### src/rtl/char2bin.sv
// char2bin: ASCII hex text lines -> framed byte stream with last/err markers.
// Each text line becomes one frame; a one-byte hold stage lets bin_last ride
// on the final data byte. Input cannot be stalled; output uses valid/ready.
// Optional macro CHAR2BIN_STATS_EN adds saturating frm_cnt/err_cnt outputs.
module char2bin #(
  parameter int MAX_LEN = 1514
) (
  input  logic       clk,
  input  logic       reset,
  input  logic       char_vld,
  input  logic [7:0] char_data,
  output logic       bin_vld,
  input  logic       bin_rdy,
  output logic [7:0] bin_data,
  output logic       bin_last,
  output logic       bin_err,
  output logic       err_vld,
  output logic [1:0] err_code
`ifdef CHAR2BIN_STATS_EN
  ,
  output logic [7:0] frm_cnt,
  output logic [7:0] err_cnt
`endif
);

  localparam int CNT_W = $clog2(MAX_LEN + 2);

  localparam logic [1:0] ERR_ILLEGAL = 2'd1;
  localparam logic [1:0] ERR_ODD     = 2'd2;
  localparam logic [1:0] ERR_LONG    = 2'd3;

  typedef enum logic [1:0] {
    S_IDLE    = 2'd0,
    S_HI      = 2'd1,
    S_LO      = 2'd2,
    S_DISCARD = 2'd3
  } state_t;

  state_t             state_q, state_d;
  logic [3:0]         hi_q, hi_d;
  logic [CNT_W-1:0]   cnt_q, cnt_d;

  logic               hold_vld_q, hold_vld_d;
  logic [7:0]         hold_data_q, hold_data_d;
  logic               hold_final_q, hold_final_d;
  logic               hold_err_q, hold_err_d;

  logic               out_vld_q, out_vld_d;
  logic [7:0]         out_data_q, out_data_d;
  logic               out_last_q, out_last_d;
  logic               out_err_q, out_err_d;

  logic               err_vld_q, err_vld_d;
  logic [1:0]         err_code_q, err_code_d;

  logic               is_hex, is_sep, is_term, is_ill;
  logic [3:0]         nib;
  logic               out_free;
  logic               raise;
  logic [1:0]         raise_code;
  logic               set_final;
  logic               push;
  logic               fin;
  logic [7:0]         new_byte;

  assign out_free = ~out_vld_q | bin_rdy;
  assign new_byte = {hi_q, nib};

  // Classify the incoming character and decode its nibble value.
  always_comb begin
    is_hex  = 1'b0;
    is_sep  = 1'b0;
    is_term = 1'b0;
    nib     = 4'h0;
    if (char_data >= 8'h30 && char_data <= 8'h39) begin
      is_hex = 1'b1;
      nib    = char_data[3:0];
    end else if (char_data >= 8'h41 && char_data <= 8'h46) begin
      is_hex = 1'b1;
      nib    = char_data[3:0] + 4'd9;
    end else if (char_data >= 8'h61 && char_data <= 8'h66) begin
      is_hex = 1'b1;
      nib    = char_data[3:0] + 4'd9;
    end else if (char_data == 8'h20 || char_data == 8'h09 || char_data == 8'h3A) begin
      is_sep = 1'b1;
    end else if (char_data == 8'h0A || char_data == 8'h0D) begin
      is_term = 1'b1;
    end
    is_ill = ~(is_hex | is_sep | is_term);
  end

  // Next-state: parser FSM, frame counter, hold stage and output register.
  always_comb begin
    state_d      = state_q;
    hi_d         = hi_q;
    cnt_d        = cnt_q;
    hold_vld_d   = hold_vld_q;
    hold_data_d  = hold_data_q;
    hold_final_d = hold_final_q;
    hold_err_d   = hold_err_q;
    out_vld_d    = out_vld_q & ~bin_rdy;
    out_data_d   = out_data_q;
    out_last_d   = out_last_q;
    out_err_d    = out_err_q;
    err_vld_d    = 1'b0;
    err_code_d   = err_code_q;
    raise        = 1'b0;
    raise_code   = 2'd0;
    set_final    = 1'b0;
    push         = 1'b0;
    fin          = 1'b0;

    if (char_vld) begin
      case (state_q)
        S_IDLE: begin
          if (is_hex) begin
            hi_d    = nib;
            state_d = S_LO;
          end else if (is_ill) begin
            raise      = 1'b1;
            raise_code = ERR_ILLEGAL;
            state_d    = S_DISCARD;
          end
        end
        S_HI: begin
          if (is_hex) begin
            hi_d    = nib;
            state_d = S_LO;
          end else if (is_term) begin
            set_final = 1'b1;
            state_d   = S_IDLE;
          end else if (is_ill) begin
            raise      = 1'b1;
            raise_code = ERR_ILLEGAL;
            state_d    = S_DISCARD;
          end
        end
        S_LO: begin
          if (is_hex) begin
            // A completed byte is dropped when the frame is already full or
            // when both the hold and the output are occupied.
            if (cnt_q == CNT_W'(MAX_LEN) || (hold_vld_q && !out_free)) begin
              raise      = 1'b1;
              raise_code = ERR_LONG;
              state_d    = S_DISCARD;
            end else begin
              push    = 1'b1;
              cnt_d   = cnt_q + CNT_W'(1);
              state_d = S_HI;
            end
          end else if (is_term) begin
            raise      = 1'b1;
            raise_code = ERR_ODD;
            state_d    = S_IDLE;
          end else if (is_sep) begin
            raise      = 1'b1;
            raise_code = ERR_ODD;
            state_d    = S_DISCARD;
          end else begin
            raise      = 1'b1;
            raise_code = ERR_ILLEGAL;
            state_d    = S_DISCARD;
          end
        end
        S_DISCARD: begin
          if (is_term) state_d = S_IDLE;
        end
        default: state_d = S_IDLE;
      endcase
    end

    if (state_d == S_IDLE) cnt_d = '0;

    if (raise) begin
      err_vld_d  = 1'b1;
      err_code_d = raise_code;
    end

    // Any terminator or error closes the byte sitting in the hold.
    fin = hold_final_q | set_final | raise;

    if (hold_vld_q) begin
      if (push) begin
        out_vld_d    = 1'b1;
        out_data_d   = hold_data_q;
        out_last_d   = hold_final_q;
        out_err_d    = hold_err_q;
        hold_data_d  = new_byte;
        hold_final_d = 1'b0;
        hold_err_d   = 1'b0;
      end else if (fin && out_free) begin
        out_vld_d    = 1'b1;
        out_data_d   = hold_data_q;
        out_last_d   = 1'b1;
        out_err_d    = hold_err_q | raise;
        hold_vld_d   = 1'b0;
        hold_final_d = 1'b0;
        hold_err_d   = 1'b0;
      end else begin
        hold_final_d = fin;
        hold_err_d   = hold_err_q | raise;
      end
    end else if (push) begin
      hold_vld_d   = 1'b1;
      hold_data_d  = new_byte;
      hold_final_d = 1'b0;
      hold_err_d   = 1'b0;
    end
  end

  // State, hold and output registers with asynchronous reset.
  always_ff @(posedge clk or posedge reset) begin
    if (reset) begin
      state_q      <= S_IDLE;
      hi_q         <= 4'h0;
      cnt_q        <= '0;
      hold_vld_q   <= 1'b0;
      hold_data_q  <= 8'h00;
      hold_final_q <= 1'b0;
      hold_err_q   <= 1'b0;
      out_vld_q    <= 1'b0;
      out_data_q   <= 8'h00;
      out_last_q   <= 1'b0;
      out_err_q    <= 1'b0;
      err_vld_q    <= 1'b0;
      err_code_q   <= 2'd0;
    end else begin
      state_q      <= state_d;
      hi_q         <= hi_d;
      cnt_q        <= cnt_d;
      hold_vld_q   <= hold_vld_d;
      hold_data_q  <= hold_data_d;
      hold_final_q <= hold_final_d;
      hold_err_q   <= hold_err_d;
      out_vld_q    <= out_vld_d;
      out_data_q   <= out_data_d;
      out_last_q   <= out_last_d;
      out_err_q    <= out_err_d;
      err_vld_q    <= err_vld_d;
      err_code_q   <= err_code_d;
    end
  end

  assign bin_vld  = out_vld_q;
  assign bin_data = out_data_q;
  assign bin_last = out_last_q;
  assign bin_err  = out_err_q;
  assign err_vld  = err_vld_q;
  assign err_code = err_code_q;

`ifdef CHAR2BIN_STATS_EN
  logic [7:0] frm_cnt_q;
  logic [7:0] err_cnt_q;

  // Saturating counters of accepted last-beats and error pulses.
  always_ff @(posedge clk or posedge reset) begin
    if (reset) begin
      frm_cnt_q <= 8'h00;
      err_cnt_q <= 8'h00;
    end else begin
      if (out_vld_q && bin_rdy && out_last_q && frm_cnt_q != 8'hFF)
        frm_cnt_q <= frm_cnt_q + 8'd1;
      if (err_vld_q && err_cnt_q != 8'hFF)
        err_cnt_q <= err_cnt_q + 8'd1;
    end
  end

  assign frm_cnt = frm_cnt_q;
  assign err_cnt = err_cnt_q;
`endif

endmodule

### config.mk
export PLATFORM = sky130hd
export DESIGN_NAME = char2bin
export DESIGN_NICKNAME = d
export VERILOG_FILES = /design/src/rtl/char2bin.sv
export SDC_FILE = /design/constraint.sdc
export NUM_CORES = 1
export LEC_CHECK = 0
export CAP_MARGIN = 10
export CELL_PAD_IN_SITES_DETAIL_PLACEMENT = 1
export CELL_PAD_IN_SITES_GLOBAL_PLACEMENT = 2
export CORE_MARGIN = 4
export CORE_UTILIZATION = 39
export DETAILED_ROUTE_END_ITERATION = 16
export PLACE_DENSITY = 0.84
export SLEW_MARGIN = 40
export SYNTH_ARGS = -nofsm -noshare
export SYNTH_HDL_FRONTEND = slang
export SYNTH_SLANG_ARGS = --single-unit
### constraint.sdc
create_clock -name clk -period 4.5 [get_ports clk]
set_input_delay 0.9 -clock clk [delete_from_list [all_inputs] [get_ports clk]]
set_output_delay 0.9 -clock clk [all_outputs]
set_load 0.02 [all_outputs]
==> Word level (Yosys, flattened, before mapping) <==
Cells that the tools add are included.
{ "classes": {"n_reduce_logical": 21, "eq_ne": 10, "bitwise": 9, "add_sub_neg": 2, "shift": 0, "multipliers": 0, "div_mod_pow": 0, "order_cmp": 6, "muxes": 77} }
{ "op_table": {"columns": ["operator", "count"], "rows": [
  ["two-way mux 11 bit", 5],
  ["two-way mux 1 bit", 50],
  ["two-way mux 2 bit", 14],
  ["== test 8 x 4 -> 1 bit (second input constant)", 3],
  ["== test 8 x 6 -> 1 bit (second input constant)", 2],
  [">= comparator 8 x 7 -> 1 bit (second input constant)", 2],
  ["<= comparator 8 x 7 -> 1 bit (second input constant)", 2],
  ["two-way mux 8 bit", 2],
  ["two-way mux 4 bit", 3],
  ["adder 11 x 1 -> 11 bit (second input constant)", 1],
  ["== test 11 bit (second input constant)", 1],
  ["nonzero test 2 bit", 5],
  [">= comparator 8 x 6 -> 1 bit (second input constant)", 1],
  ["<= comparator 8 x 6 -> 1 bit (second input constant)", 1],
  ["case mux 2 bit (4 select lines)", 1],
  ["OR 1 bit", 6],
  ["case mux 2 bit (3 select lines)", 1],
  ["logical AND 1 bit", 5],
  ["adder 4 bit (second input constant)", 1],
  ["== test 2 bit (second input constant)", 2],
  ["logical NOT 2 bit", 2],
  ["logical OR 1 bit", 4],
  ["AND reduction 4 bit", 1],
  ["case mux 1 bit (3 select lines)", 1],
  ["8 further kinds", 9]
]} }
{ "totals": {"out_inout_bits": 14, "latchBits": 0, "register_bits": 42, "rom_bits": 0, "ramBits": 0, "elab_cells": 138, "inputBits": 12, "mem_count": 0} }

==> Depth between registers and ports, before layout <==
{ "depth": {"word_depth": 19, "depth_mapped": 9} }

==> Least setup slack after synthesis <==
Ideal clock, no wire load.
{ "synth_path": {"path_kind": "input-to-reg", "from": "input port char_data[1]", "to": "register out_data_q[0] (netlist: bin_data[0])", "required_ps": 4375, "stages": 8, "n_path_buf": 0, "arrival_time_ps": 2650, "slack_ps": 1725, "setup_time_ps": 125, "cell_sequence": "inv_1 -> ha_1 -> and2_1 -> o211a_1 -> a31o_2 -> o2bb2ai_2 -> a22oi_4 -> mux2_4"} }
{ "synth_via": {"elab_chain_len": 18, "word_cells_on_any_way": 51} }
{ "synth_lines": {"columns": ["item", "line_no", "text"], "rows": [
  ["start: declaration", "11", "input logic [7:0] char_data,"],
  ["branches (longest 18 deep; another with >= comparator 8 x 7 -> 1 bit)", null, null],
  ["end signal: assignment", "236", "out_data_q <= out_data_d;"],
  ["end: declaration", "49", "logic [7:0] out_data_q, out_data_d;"]
]} }
Parallel ways; which one is timed is not known.
A chain may end at the register's enable or synchronous reset.

==> Final worst setup path <==
{ "layout_path": {"from": "input port char_data[0]", "to": "register out_data_q[5] (netlist: bin_data[5])"} }
The elaborated chain is that of the path after synthesis.

==> flow_metrics.py <==
metrics = {
    "global_route": {
        "grt_use_total_pct": 16.2,
        "antenna_found_initial": 0,
        "gr_met2_demand_resource_pct": 27.0,
        "global_route.peak_usage_layer": "met2",
        "grt_pass1_vias": 1859,
        "globalRoute.totalOverflow": 0,
        "met1_usage_pct": 20.4,
        "grt_start_max_net_pins": 43,
        "grt_use_met3_pct": 3.20,
        "grt_pass1_wl_mm": 9.26,
    },
    "setup_path": {
        "cp_cell_sequence": "clkdlybuf4s50_1 > inv_1 > ha_1 > o21ba_2 > o21a_2 > o21ai_4 > o2bb2ai_2 > a22oi_4 > mux2_4",
        "critical_path_required_ns": 4.68,
        "critical-path-max-stage-delay_ns": 0.60,
        "cp_num_buf_inv": 2,
        "worst_path_max_delay_cell": "clkdlybuf4s50_1",
        "critPathLaunchType": "input pin",
        "timing.critical_path.max_delay_family": "compound AO/OA/AOI/OAI gates",
        "worst-setup-path-type": "input pin to flop",
        "timing.critical_path.fanout_max": 12,
        "worst-endpoint-arrival_ns": 3.67,
        "setup.worst_path.end_class": "flop",
    },
    "placed_design": {
        "hpwl_mm": 4.05,
        "place.port_buffers": 25,
        "routabilityCongestion": 0.800,
    },
    "timing": {
        "unrepaired_setup_endpoints_after_global_routing": "no",
        "finalSetupTns_ns": 0,
        "fin_crit_share_pct": 77.5,
        "finalCriticalPeriod_ns": 3.49,
        "max_slew.worst_pin.slew_ns": 0.680,
        "finalMaxSlewViolations": 0,
        "clock_skew_ns": 0.00974,
        "report.final.hold_viol_count": 0,
        "max_clock_freq_ghz": 0.287,
        "setup_viol": 0,
        "timing.slew.headroom_pct": 54.5,
    },
    "power": {
        "p_per_area_mw_per_mm2": 263,
        "worst_ir_drop_vdd_v": 0.000119,
        "leakage_uw": 0.00127,
    },
    "die": {
        "placementRows": 27,
        "core_region_area_mm2": 0.00564,
        "initial_core_util_pct": 41.0,
        "io-pin-count": 26,
        "die-width_um": 85.0,
        "full_die_area_mm2": 0.00723,
        "chip_height_um": 85.0,
    },
    "layout": {
        "layout-drive-gt1-share_pct": 13.6,
        "fillerInstances": 645,
        "antenna-diode-count": 0,
        "multi_input_area_mm2": 0.00118,
        "final_util_pct": 48.5,
        "ff_latch_area_mm2": 0.00105,
        "flow.area_growth_from_synthesis_pct": 18.4,
        "design.final.nets": 274,
    },
    "synth": {
        "post_synth_instance_area_mm2": 0.00231,
        "netlist_instances": 227,
        "synth.area.top_cells": "dfrtp_1 45%, mux2_4 5.2%, nand2_1 5.0%",
        "synth_flop_cell": "dfrtp_1",
        "ffs_w_async_s_r_synth_pct": 100,
        "netlist.area_leader.share_pct": 45.4,
        "synth.avg_cell_area_um2": 10.2,
        "ys_seq_area_share_pct": 45.4,
        "synthDominantAreaCellType": "dfrtp_1",
        "post_synth_edffs": 0,
        "yosys_register_bits": 42,
        "post_synthesis_cell_type_count": 52,
        "synth-warning-count": 0,
        "mapped_nets": 245,
    },
    "detailed_routing": {
        "detail_route.first_pass.iterations": 4,
        "drt_iter0_markers": 58,
        "routed_wirelength_mm": 5.37,
        "via_count": 1782,
        "post_drt_wl_per_cell_um": 16.3,
        "drt_drc_violations_left": 0,
        "post_drt_via_cell_ratio": 5.42,
        "antenna_left": 0,
    },
    "clocking": {
        "max-clock-path-buffers": 2,
        "cts_made_buffers": 5,
        "ctsHoldBuffers": 0,
        "cts.clk_slew.worst_paths_ns": 0.08,
        "post_cts_buffers": 0,
        "clk_latency_ns": 0.30,
        "clock_tree.htree_level_count": 2,
        "clock_sinks": 42,
        "cts_tree": "yes",
        "cts_root_buffer": "clkbuf_8",
        "cts-resized-gates": 0,
    },
    "status": {
        "status": "finished, final reports clean",
    },
    "flow_run": {
        "max_cap_viol_count": 0,
    },
    "worst_hold_path": {
        "hp-class": "flop to flop",
    },
}
[where the power goes]
part / internal (uW) / switching [uW] / total [uW]
combinational: 31.1 / 41.1 / 72.2
sequential: 385 / 5.88 / 391
clock: 123 / 134 / 257
total: 539 / 181 / 721
[metrics by stage]
stage	instances	area (um2)	hold slack, ns	power (uW)	setup slack (ns)
6_report	329	2740	0.486	721	1.01
2_1_floorplan	227	2310	0.439	436	1.72
5_1_grt	329	2740	0.522	752	0.891
3_5_place_dp	321	2640	0.467	472	0.684
3_3_place_gp	321	2640	0.456	470	0.781
4_1_cts	329	2740	0.488	729	0.993
[synth_stat cells, types with 3 or more instances]
| cell type | instances |
|---|---|
| dfrtp_1 | 42 |
| nand2_1 | 31 |
| nor2_1 | 20 |
| inv_1 | 14 |
| o21ai_0 | 14 |
| a21oi_1 | 8 |
| mux2_4 | 8 |
| xnor2_1 | 8 |
| nand3_1 | 7 |
| ha_1 | 6 |
| and2_1 | 4 |
| a211oi_1 | 3 |
| clkbuf_1 | 3 |
| nor3b_1 | 3 |
| nor4_1 | 3 |
| or3_1 | 3 |
[worst paths after layout]
check,start,end,slack [ns],cells past startpoint
setup / recovery,char_data[0],bin_data[5],1.01,9
hold / removal,hi_q[3],hold_data_q[7],0.49,2
setup reg to reg,cnt_q[0],bin_data[5],2.03,8
hold reg to reg,hi_q[3],hold_data_q[7],0.49,2
max in group asynchronous,reset,bin_data[2],3.09,3
min in group asynchronous,reset,hi_q[2],1.04,3
[sequential cells by signal, indices dropped and copies added (netlist names)]
signal and flops:
bin_last 1, err_code 2, hold_data_q 8, bin_vld 1, hi_q 4, err_vld 1, hold_err_q 1, cnt_q 11
hold_vld_q 1, state_q 2, bin_err 1, bin_data 8, hold_final_q 1
[worst register-to-register path, delay by kind of cell (launching register included)]
family                   cells  cell delay (ns)
buffers and inverters        1             0.09
multiplexers                 1             0.35
AO/OA/AOI/OAI                4             1.20
AND/OR/NAND/NOR              1             0.15
adder cells (fa/ha/maj)      1             0.15
flip-flops                   1             0.40
[cell usage in the layout (no fill, tap or decap), drive strengths merged, types with 3 or more instances in the layout]
| cell | instances |
|---|---|
| clkbuf | 6 |
| and2 | 4 |
| clkdlybuf4s50 | 25 |
| o21ai | 16 |
| or3 | 3 |
| a21oi | 8 |
| nor2 | 21 |
| a211oi | 3 |
| nor4 | 3 |
| dfrtp | 42 |
| inv | 14 |
| nor3b | 3 |
| buf | 3 |
| nand2 | 31 |
| a22oi | 3 |
| mux2 | 8 |
| xnor2 | 8 |
| o211ai | 4 |
| nand3 | 7 |
| ha | 6 |
[per-layer routing]
layer / vias to the layer above / share of wire [%]
met5: - / 0
li1: 861 / -
met3: 8 / 3.1
met1: 888 / 45
met4: 0 / 1.7
met2: 25 / 50
[final cells by class]
class,count,share of cell area [%]
multi-input cells,165,43.0
flip-flops and latches,42,38.4
repair buffers,28,9.96
well taps,72,3.29
clock buffers,6,3.02
inverters,14,1.92
clock inverters,2,0.457
[cells by family (layout without fill, tap and decap cells)]
group | after synthesis | after routing | synth area share, %
AND/OR/NAND/NOR | 88 | 88 | 20.0
AO/OA/AOI/OAI | 53 | 53 | 18.7
flip-flops | 42 | 42 | 45.4
buffers and inverters | 20 | 50 | 3.68
XOR/XNOR | 10 | 10 | 3.79
multiplexers | 8 | 8 | 5.19
adder cells (fa/ha/maj) | 6 | 6 | 3.24
(Power assumes the default switching activity.)
